`config.mk`:
```
export PLATFORM = sky130hd
export DESIGN_NAME = audrey_mix_sched
export DESIGN_NICKNAME = d
export VERILOG_FILES = /design/src/rtl/audrey_pkg.sv /design/src/rtl/audrey_sat16.sv /design/src/rtl/audrey_mix_sched.sv
export SDC_FILE = /design/constraint.sdc
export NUM_CORES = 1
export LEC_CHECK = 0
export CAP_MARGIN = 20
export CORE_MARGIN = 3
export CORE_UTILIZATION = 59
export DETAILED_ROUTE_END_ITERATION = 16
export GPL_ROUTABILITY_DRIVEN = 0
export HOLD_SLACK_MARGIN = 0.06
export PLACE_DENSITY_LB_ADDON = 0.08
export SYNTH_ARGS = -nofsm -noshare
export SYNTH_HDL_FRONTEND = slang
export SYNTH_HIERARCHICAL = 1
export SYNTH_SLANG_ARGS = --single-unit
```
`constraint.sdc`:
```
create_clock -name clk -period 10.31 [get_ports clk]
set_input_delay 2.5775 -clock clk [delete_from_list [all_inputs] [get_ports clk]]
set_output_delay 2.5775 -clock clk [all_outputs]
set_load 0.005 [all_outputs]
```
`src/rtl/audrey_pkg.sv`:
```
// Shared constants and state encoding for the Audrey mix path.
package audrey_pkg;

  localparam int unsigned AUDREY_NUM_VOICES = 8;
  localparam int unsigned AUDREY_SAMPLE_W   = 16;
  localparam int unsigned AUDREY_VOL_W      = 8;
  localparam int unsigned MIX_ACC_W         = 27;
  // Accumulator after the >>> 8 volume normalisation.
  localparam int unsigned MIX_PRE_W         = MIX_ACC_W - AUDREY_VOL_W;
  // Master product: 19-bit pre times 9-bit unsigned gain always fits in 27 bits.
  localparam int unsigned MIX_MST_W         = MIX_PRE_W + AUDREY_VOL_W;

  typedef enum logic [1:0] {
    IDLE,
    MAC,
    MASTER,
    SAT
  } mix_state_t;

endpackage

```
`src/rtl/audrey_sat16.sv`:
```
// Combinational clamp of a 19-bit signed value into the 16-bit signed PCM range.
module audrey_sat16
  import audrey_pkg::*;
(
  input  logic signed [MIX_PRE_W-1:0]       din,
  output logic signed [AUDREY_SAMPLE_W-1:0] dout_c
);

  localparam int unsigned MSB = MIX_PRE_W - 1;
  localparam int unsigned KW  = MIX_PRE_W - AUDREY_SAMPLE_W + 1;

  logic [KW-1:0] top_bits;
  logic          in_range;

  // In range when every bit from the output sign bit upward matches the input sign.
  always_comb begin
    top_bits = din[MSB -: KW];
    in_range = (top_bits == '0) || (top_bits == '1);
    if (in_range) begin
      dout_c = din[AUDREY_SAMPLE_W-1:0];
    end else begin
      dout_c = {din[MSB], {(AUDREY_SAMPLE_W-1){~din[MSB]}}};
    end
  end

endmodule

```
`src/rtl/audrey_mix_sched.sv`:
```
// Per-sample mix scheduler: snapshots all voices on a strobe, runs them through one
// shared MAC, applies master volume, saturates and emits one PCM sample.
module audrey_mix_sched
  import audrey_pkg::*;
#(
  parameter int unsigned NUM_VOICES = AUDREY_NUM_VOICES,
  parameter int unsigned SAMPLE_W   = AUDREY_SAMPLE_W,
  parameter int unsigned VOL_W      = AUDREY_VOL_W
) (
  input  logic                           clk,
  input  logic                           rst_n,
  input  logic                           sample_strobe,
  input  logic [NUM_VOICES*SAMPLE_W-1:0] voice_sample,
  input  logic [NUM_VOICES*VOL_W-1:0]    voice_vol,
  input  logic [NUM_VOICES-1:0]          voice_mute,
  input  logic [VOL_W-1:0]               master_vol,
  input  logic                           overrun_clr,
  output logic [SAMPLE_W-1:0]            mix_out,
  output logic                           mix_valid,
  output logic                           busy,
  output logic                           overrun
);

  localparam int unsigned IDX_W    = (NUM_VOICES > 1) ? $clog2(NUM_VOICES) : 1;
  localparam int unsigned PROD_W   = SAMPLE_W + VOL_W;
  localparam int unsigned LAST_IDX = NUM_VOICES - 1;

  mix_state_t                     state_q, state_d;
  logic [NUM_VOICES*SAMPLE_W-1:0] snap_sample_q, snap_sample_d;
  logic [NUM_VOICES*VOL_W-1:0]    snap_vol_q, snap_vol_d;
  logic [NUM_VOICES-1:0]          snap_mute_q, snap_mute_d;
  logic [IDX_W-1:0]               idx_q, idx_d;
  logic signed [MIX_ACC_W-1:0]    acc_q, acc_d;
  logic signed [MIX_MST_W-1:0]    m_q, m_d;
  logic [SAMPLE_W-1:0]            mix_out_q, mix_out_d;
  logic                           mix_valid_q, mix_valid_d;
  logic                           busy_q, busy_d;
  logic                           overrun_q, overrun_d;

  logic signed [SAMPLE_W-1:0]     cur_sample_c;
  logic [VOL_W-1:0]               cur_vol_c;
  logic                           cur_mute_c;
  logic signed [PROD_W-1:0]       prod_c;
  logic signed [MIX_PRE_W-1:0]    pre_c;
  logic signed [MIX_PRE_W-1:0]    res_c;
  logic signed [SAMPLE_W-1:0]     sat_c;
  logic                           unused_c;

  // Select the snapshotted voice addressed by the sequencing index.
  always_comb begin
    cur_sample_c = '0;
    cur_vol_c    = '0;
    cur_mute_c   = 1'b0;
    for (int unsigned i = 0; i < NUM_VOICES; i++) begin
      if (idx_q == IDX_W'(i)) begin
        cur_sample_c = snap_sample_q[i*SAMPLE_W +: SAMPLE_W];
        cur_vol_c    = snap_vol_q[i*VOL_W +: VOL_W];
        cur_mute_c   = snap_mute_q[i];
      end
    end
  end

  // Volumes are unsigned gains, so they enter the signed product with a zero sign bit.
  always_comb begin
    prod_c   = PROD_W'(cur_sample_c) * PROD_W'($signed({1'b0, cur_vol_c}));
    pre_c    = acc_q[MIX_ACC_W-1 -: MIX_PRE_W];
    res_c    = m_q[MIX_MST_W-1 -: MIX_PRE_W];
    unused_c = ^m_q[VOL_W-1:0];
  end

  audrey_sat16 u_sat (
    .din    (res_c),
    .dout_c (sat_c)
  );

  // Next-state and datapath control.
  always_comb begin
    state_d       = state_q;
    snap_sample_d = snap_sample_q;
    snap_vol_d    = snap_vol_q;
    snap_mute_d   = snap_mute_q;
    idx_d         = idx_q;
    acc_d         = acc_q;
    m_d           = m_q;
    mix_out_d     = mix_out_q;
    mix_valid_d   = 1'b0;
    overrun_d     = overrun_q;

    if (overrun_clr) begin
      overrun_d = 1'b0;
    end
    if (sample_strobe && (state_q != IDLE)) begin
      overrun_d = 1'b1;
    end

    case (state_q)
      IDLE: begin
        if (sample_strobe) begin
          snap_sample_d = voice_sample;
          snap_vol_d    = voice_vol;
          snap_mute_d   = voice_mute;
          acc_d         = '0;
          idx_d         = '0;
          state_d       = MAC;
        end
      end
      MAC: begin
        if (!cur_mute_c) begin
          acc_d = acc_q + MIX_ACC_W'(prod_c);
        end
        idx_d = idx_q + IDX_W'(1);
        if (idx_q == IDX_W'(LAST_IDX)) begin
          idx_d   = '0;
          state_d = MASTER;
        end
      end
      MASTER: begin
        m_d     = MIX_MST_W'(pre_c) * MIX_MST_W'($signed({1'b0, master_vol}));
        state_d = SAT;
      end
      SAT: begin
        mix_out_d   = sat_c;
        mix_valid_d = 1'b1;
        state_d     = IDLE;
      end
      default: begin
        state_d = IDLE;
      end
    endcase

    busy_d = (state_d != IDLE);
  end

  always_ff @(posedge clk or negedge rst_n) begin
    if (!rst_n) begin
      state_q       <= IDLE;
      snap_sample_q <= '0;
      snap_vol_q    <= '0;
      snap_mute_q   <= '0;
      idx_q         <= '0;
      acc_q         <= '0;
      m_q           <= '0;
      mix_out_q     <= '0;
      mix_valid_q   <= 1'b0;
      busy_q        <= 1'b0;
      overrun_q     <= 1'b0;
    end else begin
      state_q       <= state_d;
      snap_sample_q <= snap_sample_d;
      snap_vol_q    <= snap_vol_d;
      snap_mute_q   <= snap_mute_d;
      idx_q         <= idx_d;
      acc_q         <= acc_d;
      m_q           <= m_d;
      mix_out_q     <= mix_out_d;
      mix_valid_q   <= mix_valid_d;
      busy_q        <= busy_d;
      overrun_q     <= overrun_d;
    end
  end

  assign mix_out   = mix_out_q;
  assign mix_valid = mix_valid_q;
  assign busy      = busy_q;
  assign overrun   = overrun_q;

endmodule

```
==> metrics.yaml, run 1 <==
timing:
  rsz0062_at_grt: "false"
  setup_viol: 0
  slew-limit-headroom: 0.127
  slew_violations: 0
  finClkSkew_ns: 0.0400
  hold_viol_final: 0
  clock.fmax_mhz: 106
  fin_tns_setup_ns: 0
  final.min_clock_period_ns: 9.45
  finalCritPeriodShare: 0.917
  worst_pin_slew_ns: 1.31
synthesis:
  synth_top_area_share: 0.295
  synth_top_area_cell: "dfrtp_1"
  synth_ff_type: "dfrtp_1"
  yosys-top-cells-area: "dfrtp_1 (30%), fa_1 (19%), mux2_2 (11%)"
  synth_nets: 2822
  synthSimpleGateAreaFrac: 0.115
  syn-mean-instance-area_sq_um: 10.1
  synthMuxAreaShare: 0.107
  ys_types: 72
  ys_warn_count: 6
  synth_compound_area_frac: 0.124
  synth-seq-cells: 270
  synth_edf_count: 0
  synth_top_family_by_area: "adder cells"
  synth_xor_area_frac: 0.0218
  syn_area_sq_um: 22900
  synthArstFlopShare: 1.00
  syn_inst: 2262
  synth_fa_ha_area_frac: 0.262
  ys_seq_area_frac: 0.295
die:
  num_rows: 71
  coreArea_sq_um: 37900
  die_x_um: 203
  die_height_um: 203
  start_util: 0.604
  dieArea_sq_um: 41200
  ios: 231
global_route:
  gr-total-overflow: 0
  grt_pass1_vias: 18000
  antenna_found_initial: 10
  grt_max_degree: 201
  grt_use_total: 0.286
  grt_pass1_wl_um: 94800
cts:
  clk_latency_ns: 0.60
  cts-resized-gates: 0
  post_cts_buffers: 0
  root_buffer: "clkbuf_16"
  cts_tree: "done"
  clock-sinks: 270
  cts_made_buffers: 30
  cts.clk_slew.worst_paths_ns: 0.06
  h-tree-depth: 1
  clockBufferDepth: 3
  hold_buffers: 0
final_layout:
  fillers: 2926
  drive_above_1_share: 0.129
  final_cell_mix: "inv_1 (316), dfrtp_1 (270), clkdlybuf4s50_1 (229)"
  layout.nets: 2993
  syn_to_final_growth_pct: 15.7
  layout_commonest_cell: "inv_1"
  final_cells: 2972
detailed_routing:
  vias_per_cell: 5.74
  drc_errors: 0
  wl_per_cell_um: 19.6
  final_antenna_net_count: 0
  routed_wl_um: 58200
  vias: 17100
  drt_pass1_iterations: 5
  drt_iter0_markers: 1022
worst_setup_path:
  crit_path_start_kind: "flop"
  path_max_fanout: 17
  cp.required_ns: 10.76
  cp_data_arrival_time_ns: 9.91
  cpPeakStageDelay_ns: 0.80
  crit_path_end_kind: "flop"
  path_class: "flop to flop"
  crit_slowest_cell: "nor3b_4"
place:
  dp_hpwl_um: 45100
  dp_cells: 2910
  portBuffers: 230
worst_hold_path:
  hold_class: "flop to flop"
status:
  status: "finished, final reports clean"
run:
  max_cap_violations: 0
-- layer usage --
layer | GRT usage | vias to the layer above | part of all wire | routed length [um]
met4 | 0.112 | 4 | 0.040 | 2330
li1 | - | 7864 | - | -
met3 | 0.0317 | 117 | 0.043 | 2490
met1 | 0.370 | 8617 | 0.41 | 23900
met5 | 0 | - | 0.00043 | 25
met2 | 0.498 | 466 | 0.51 | 29500
-- cell families (layout without fill, tap and decap cells) --
| logic type | count (synthesis) | after routing |
|---|---|---|
| and+or+nand+nor | 551 | 551 |
| buffers and inverters | 423 | 614 |
| AOI/OAI and AO/OA | 396 | 396 |
| adders and majority gates | 348 | 348 |
| DFF | 270 | 270 |
| muxes | 217 | 217 |
| xor gates and xnor gates | 57 | 57 |
| other | 0 | 8 |
-- area by class of cell --
cell class | instances | area (sq um) | share of cell area
Sequential cell | 270 | 6760 | 0.255
Antenna cell | 8 | 20.0 | 0.000756
Tap cell | 511 | 639 | 0.0241
Multi-Input combinational cell | 1569 | 14400 | 0.544
Timing Repair Buffer | 246 | 2480 | 0.0935
Inverter | 316 | 1190 | 0.0448
Clock inverter | 7 | 97.6 | 0.00368
Clock buffer | 45 | 897 | 0.0339
-- sequential cells by signal, indices dropped and copies added (netlist names) --
signal / cells
idx_q: 3
acc_q: 27
m_q: 19
snap_sample_q: 128
snap_vol_q: 64
busy: 1
snap_mute_q: 8
mix_valid: 1
mix_out: 16
state_q: 2
overrun: 1
-- worst max-delay path: cells and delay by family (launching register included) --
family,cells,cell delay [ns]
AOI/OAI and AO/OA,14,3.19
buffers and inverters,5,0.54
DFF,1,0.43
and+or+nand+nor,7,2.17
adders and majority gates,7,2.77
xor gates and xnor gates,1,0.16
-- Yosys cell counts, types with 4 or more instances --
library cell  count
a22o_1           19
or3_1            10
dfrtp_1         270
xor2_1           21
nor2b_1          19
nor2_1          140
mux2_2          216
nand4_1           6
nand2_1         185
o21ai_0          41
buf_1             5
a211oi_1         65
nand2b_1         14
nor4_1           16
o41ai_1           6
a21boi_0         17
o211ai_1          4
a211oi_2          5
a221oi_1         10
fa_1            218
a21o_1           43
and2_1           98
o31ai_1           6
a31oi_1           9
and3_1            7
o31ai_4           6
xnor2_1          36
a21oi_1          96
buf_4             6
nand3_1          13
buf_2            21
ha_1            130
buf_6            13
a21oi_2           4
clkbuf_1         61
a22oi_1          22
inv_1           316
o21bai_1          9
nor3_1           22
-- path summary, 6_finish.rpt --
check	start	endpoint	slack, ns	cells past startpoint
setup / recovery	idx_q[0]	acc_q[26]	0.86	34
hold / removal	acc_q[4]	acc_q[4]	0.49	2
setup reg to reg	idx_q[0]	acc_q[26]	0.86	34
hold reg to reg	acc_q[4]	acc_q[4]	0.49	2
max in group asynchronous	rst_n	snap_sample_q[120]	6.82	2
min in group asynchronous	rst_n	mix_out[1]	2.00	1
-- per-stage QoR --
step,utilization,hold WS (ns),area (sq um),setup WS [ns]
finish,0.698,0.492,26500,0.855
global route,0.698,0.518,26500,0.126
CTS,0.697,0.490,26400,0.870
detailed placement,0.671,0.474,25400,0.941
global placement,0.671,0.464,25400,1.18
floorplan,-,0.450,22900,2.44
Power of run 1 is not shown: default switching activity piles up to over one toggle a cycle in this logic, so the estimate is an artifact.
==> run 2: changes to the inputs <==
Settings changed: CORE_UTILIZATION 59 to 60, CTS_BUF_LIST set to sky130_fd_sc_hd__clkbuf_8, PLACE_DENSITY set to 0.81, PLACE_DENSITY_LB_ADDON 0.08 to not set.
==> run 2 against run 1 <==
  * Register-to-register slack hardly changed
  * Worst hold slack better by 0.0071 ns
  * Die area is 1.6% lower
  * Largest cell class unchanged
  * Setup slack better by 0.0027 ns
  * Sequential cell count stayed put
  * Core utilization is 1.3 points higher
==> metrics.yaml, run 2 (synthesized netlist as in run 1, its figures left out) <==
status:
  status: "finished, final reports clean"
timing:
  slew_violations: 0  # unchanged
  setup_viol: 0  # unchanged
  finalCritPeriodShare: 0.917  # about the same
  finClkSkew_ns: 0.0372  # -0.00280 ns
  final.min_clock_period_ns: 9.45  # -0.00272 ns
  worst_pin_slew_ns: 1.22  # -0.0909 ns
  rsz0062_at_grt: "false"
  clock.fmax_mhz: 106  # about the same
  slew-limit-headroom: 0.188  # +0.0606
  hold_viol_final: 0  # unchanged
  fin_tns_setup_ns: 0  # unchanged
final_layout:
  largest_reg_flops: 128  # unchanged
  layout.nets: 3011  # +0.60%
  ff_latch_area_sq_um: 6760  # unchanged
  layout_commonest_cell: "inv_1"
  fillers: 2727  # -6.8%
  syn_to_final_growth_pct: 15.4
  drive_above_1_share: 0.134  # +0.00564
  top_register: "snap_sample_q"
  multiInputGateArea_sq_um: 14400  # about the same
  final_cell_mix: "inv_1 (334), dfrtp_1 (270), clkdlybuf4s50_1 (229)"
  reg_top3: "snap_sample_q x128, snap_vol_q x64, acc_q x27"
worst_setup_path:
  crit_buf_inv: 6  # +1
  path_max_fanout: 13  # -4
  cp_data_arrival_time_ns: 9.91  # about the same
  cpPeakStageDelay_ns: 0.57  # -0.23 ns
  crit_slowest_cell: "nor2b_2"
  crit_family: "compound AO/OA/AOI/OAI gates"
  cp.required_ns: 10.76  # about the same
  crit_path_end_kind: "flop"
  path_class: "flop to flop"
  crit_path_start_kind: "flop"
global_route:
  grt_pass1_vias: 18400  # +2.3%
  grt_pass1_wl_um: 94500  # -0.31%
  grt_max_degree: 201  # unchanged
  grt_use_total: 0.286  # about the same
  antenna_found_initial: 3  # -7
  gr-total-overflow: 0  # unchanged
worst_hold_path:
  hold_class: "flop to flop"
detailed_routing:
  vias: 17400  # +2.0%
  routed_wl_um: 57600  # -1.2%
  wl_per_cell_um: 19.3  # -1.7%
  drt_pass1_iterations: 6  # +1
  vias_per_cell: 5.83  # +1.4%
  drt_iter0_markers: 1137  # +11%
  final_antenna_net_count: 0  # unchanged
  drc_errors: 0  # unchanged
die:
  ios: 231  # unchanged
  die_x_um: 201  # -0.81%
  start_util: 0.617  # +0.0130
  num_rows: 70  # -1.4%
  coreArea_sq_um: 37100  # -2.1%
  die_height_um: 201  # -0.81%
  dieArea_sq_um: 40500  # -1.6%
cts:
  clock-sinks: 270  # unchanged
  cts_tree: "done"
  h-tree-depth: 2  # +1
  cts.clk_slew.worst_paths_ns: 0.07  # about the same
  hold_buffers: 0  # unchanged
  clockBufferDepth: 3  # unchanged
  root_buffer: "clkbuf_8"
  cts_made_buffers: 45  # +50%
  clk_latency_ns: 0.60  # about the same
  post_cts_buffers: 0  # unchanged
  cts-resized-gates: 0  # unchanged
run:
  max_cap_violations: 0  # unchanged
place:
  portBuffers: 230  # unchanged
  dp_hpwl_um: 44700  # -0.94%
run 2: cell types whose count changed in the layout (fill, tap and decap cells not counted), sizes merged:
| cell | change |
|---|---|
| clkinvlp | -1 |
| clkinv | -1 |
| inv | +19 |
| clkbuf | +11 |
| buf | +3 |
| diode | -7 |
run 2: cell type report:
cell class | instances | area share
well taps | 504 | 0.0239
inverters | 316 | 0.0449
repair buffers | 249 | 0.0956
clock buffers | 56 | 0.0292
diodes | 1 | 0.0000947
multi-input cells | 1569 | 0.545
flip-flops and latches | 270 | 0.256
clock inverters | 24 | 0.00540
run 2: worst paths after layout:
check	slack, ns	from	end	cells after the start
worst max-delay path	0.86	idx_q[1]	acc_q[25]	35
worst min-delay path	0.50	acc_q[2]	acc_q[2]	2
worst max register to register	0.86	idx_q[1]	acc_q[25]	35
worst min register to register	0.50	acc_q[2]	acc_q[2]	2
max in group asynchronous	6.77	rst_n	m_q[13]	2
min in group asynchronous	2.00	rst_n	snap_sample_q[10]	1
run 2: layer usage:
| metal | part of all wire | vias up | wire, um | GRT usage |
|---|---|---|---|---|
| li1 | - | 7914 | - | - |
| met1 | 0.40 | 8750 | 23100 | 0.367 |
| met2 | 0.50 | 620 | 28900 | 0.497 |
| met3 | 0.061 | 124 | 3530 | 0.0476 |
| met4 | 0.035 | 4 | 2010 | 0.0969 |
| met5 | 0.00050 | - | 29 | 0 |
run 2: tightest hold or removal path, delay by kind of cell, from the launching register on:
kind	cells	cell delay [ns]
flip-flops	1	0.35
AND/OR/NAND/NOR	1	0.05
AO/OA/AOI/OAI	1	0.06
run 2: stage by stage:
step                instances  hold WS (ns)  instance area (sq um)  setup WS (ns)   util
CTS                      2984         0.492                  26300          0.924  0.709
floorplan                2262         0.450                  22900           2.44      -
global route             2989         0.513                  26400          0.299  0.712
detailed placement       2904         0.474                  25400          0.996  0.685
finish                   2989         0.500                  26400          0.858  0.712
global placement         2904         0.465                  25400           1.26  0.685
Power of run 2 is left out for the same reason.
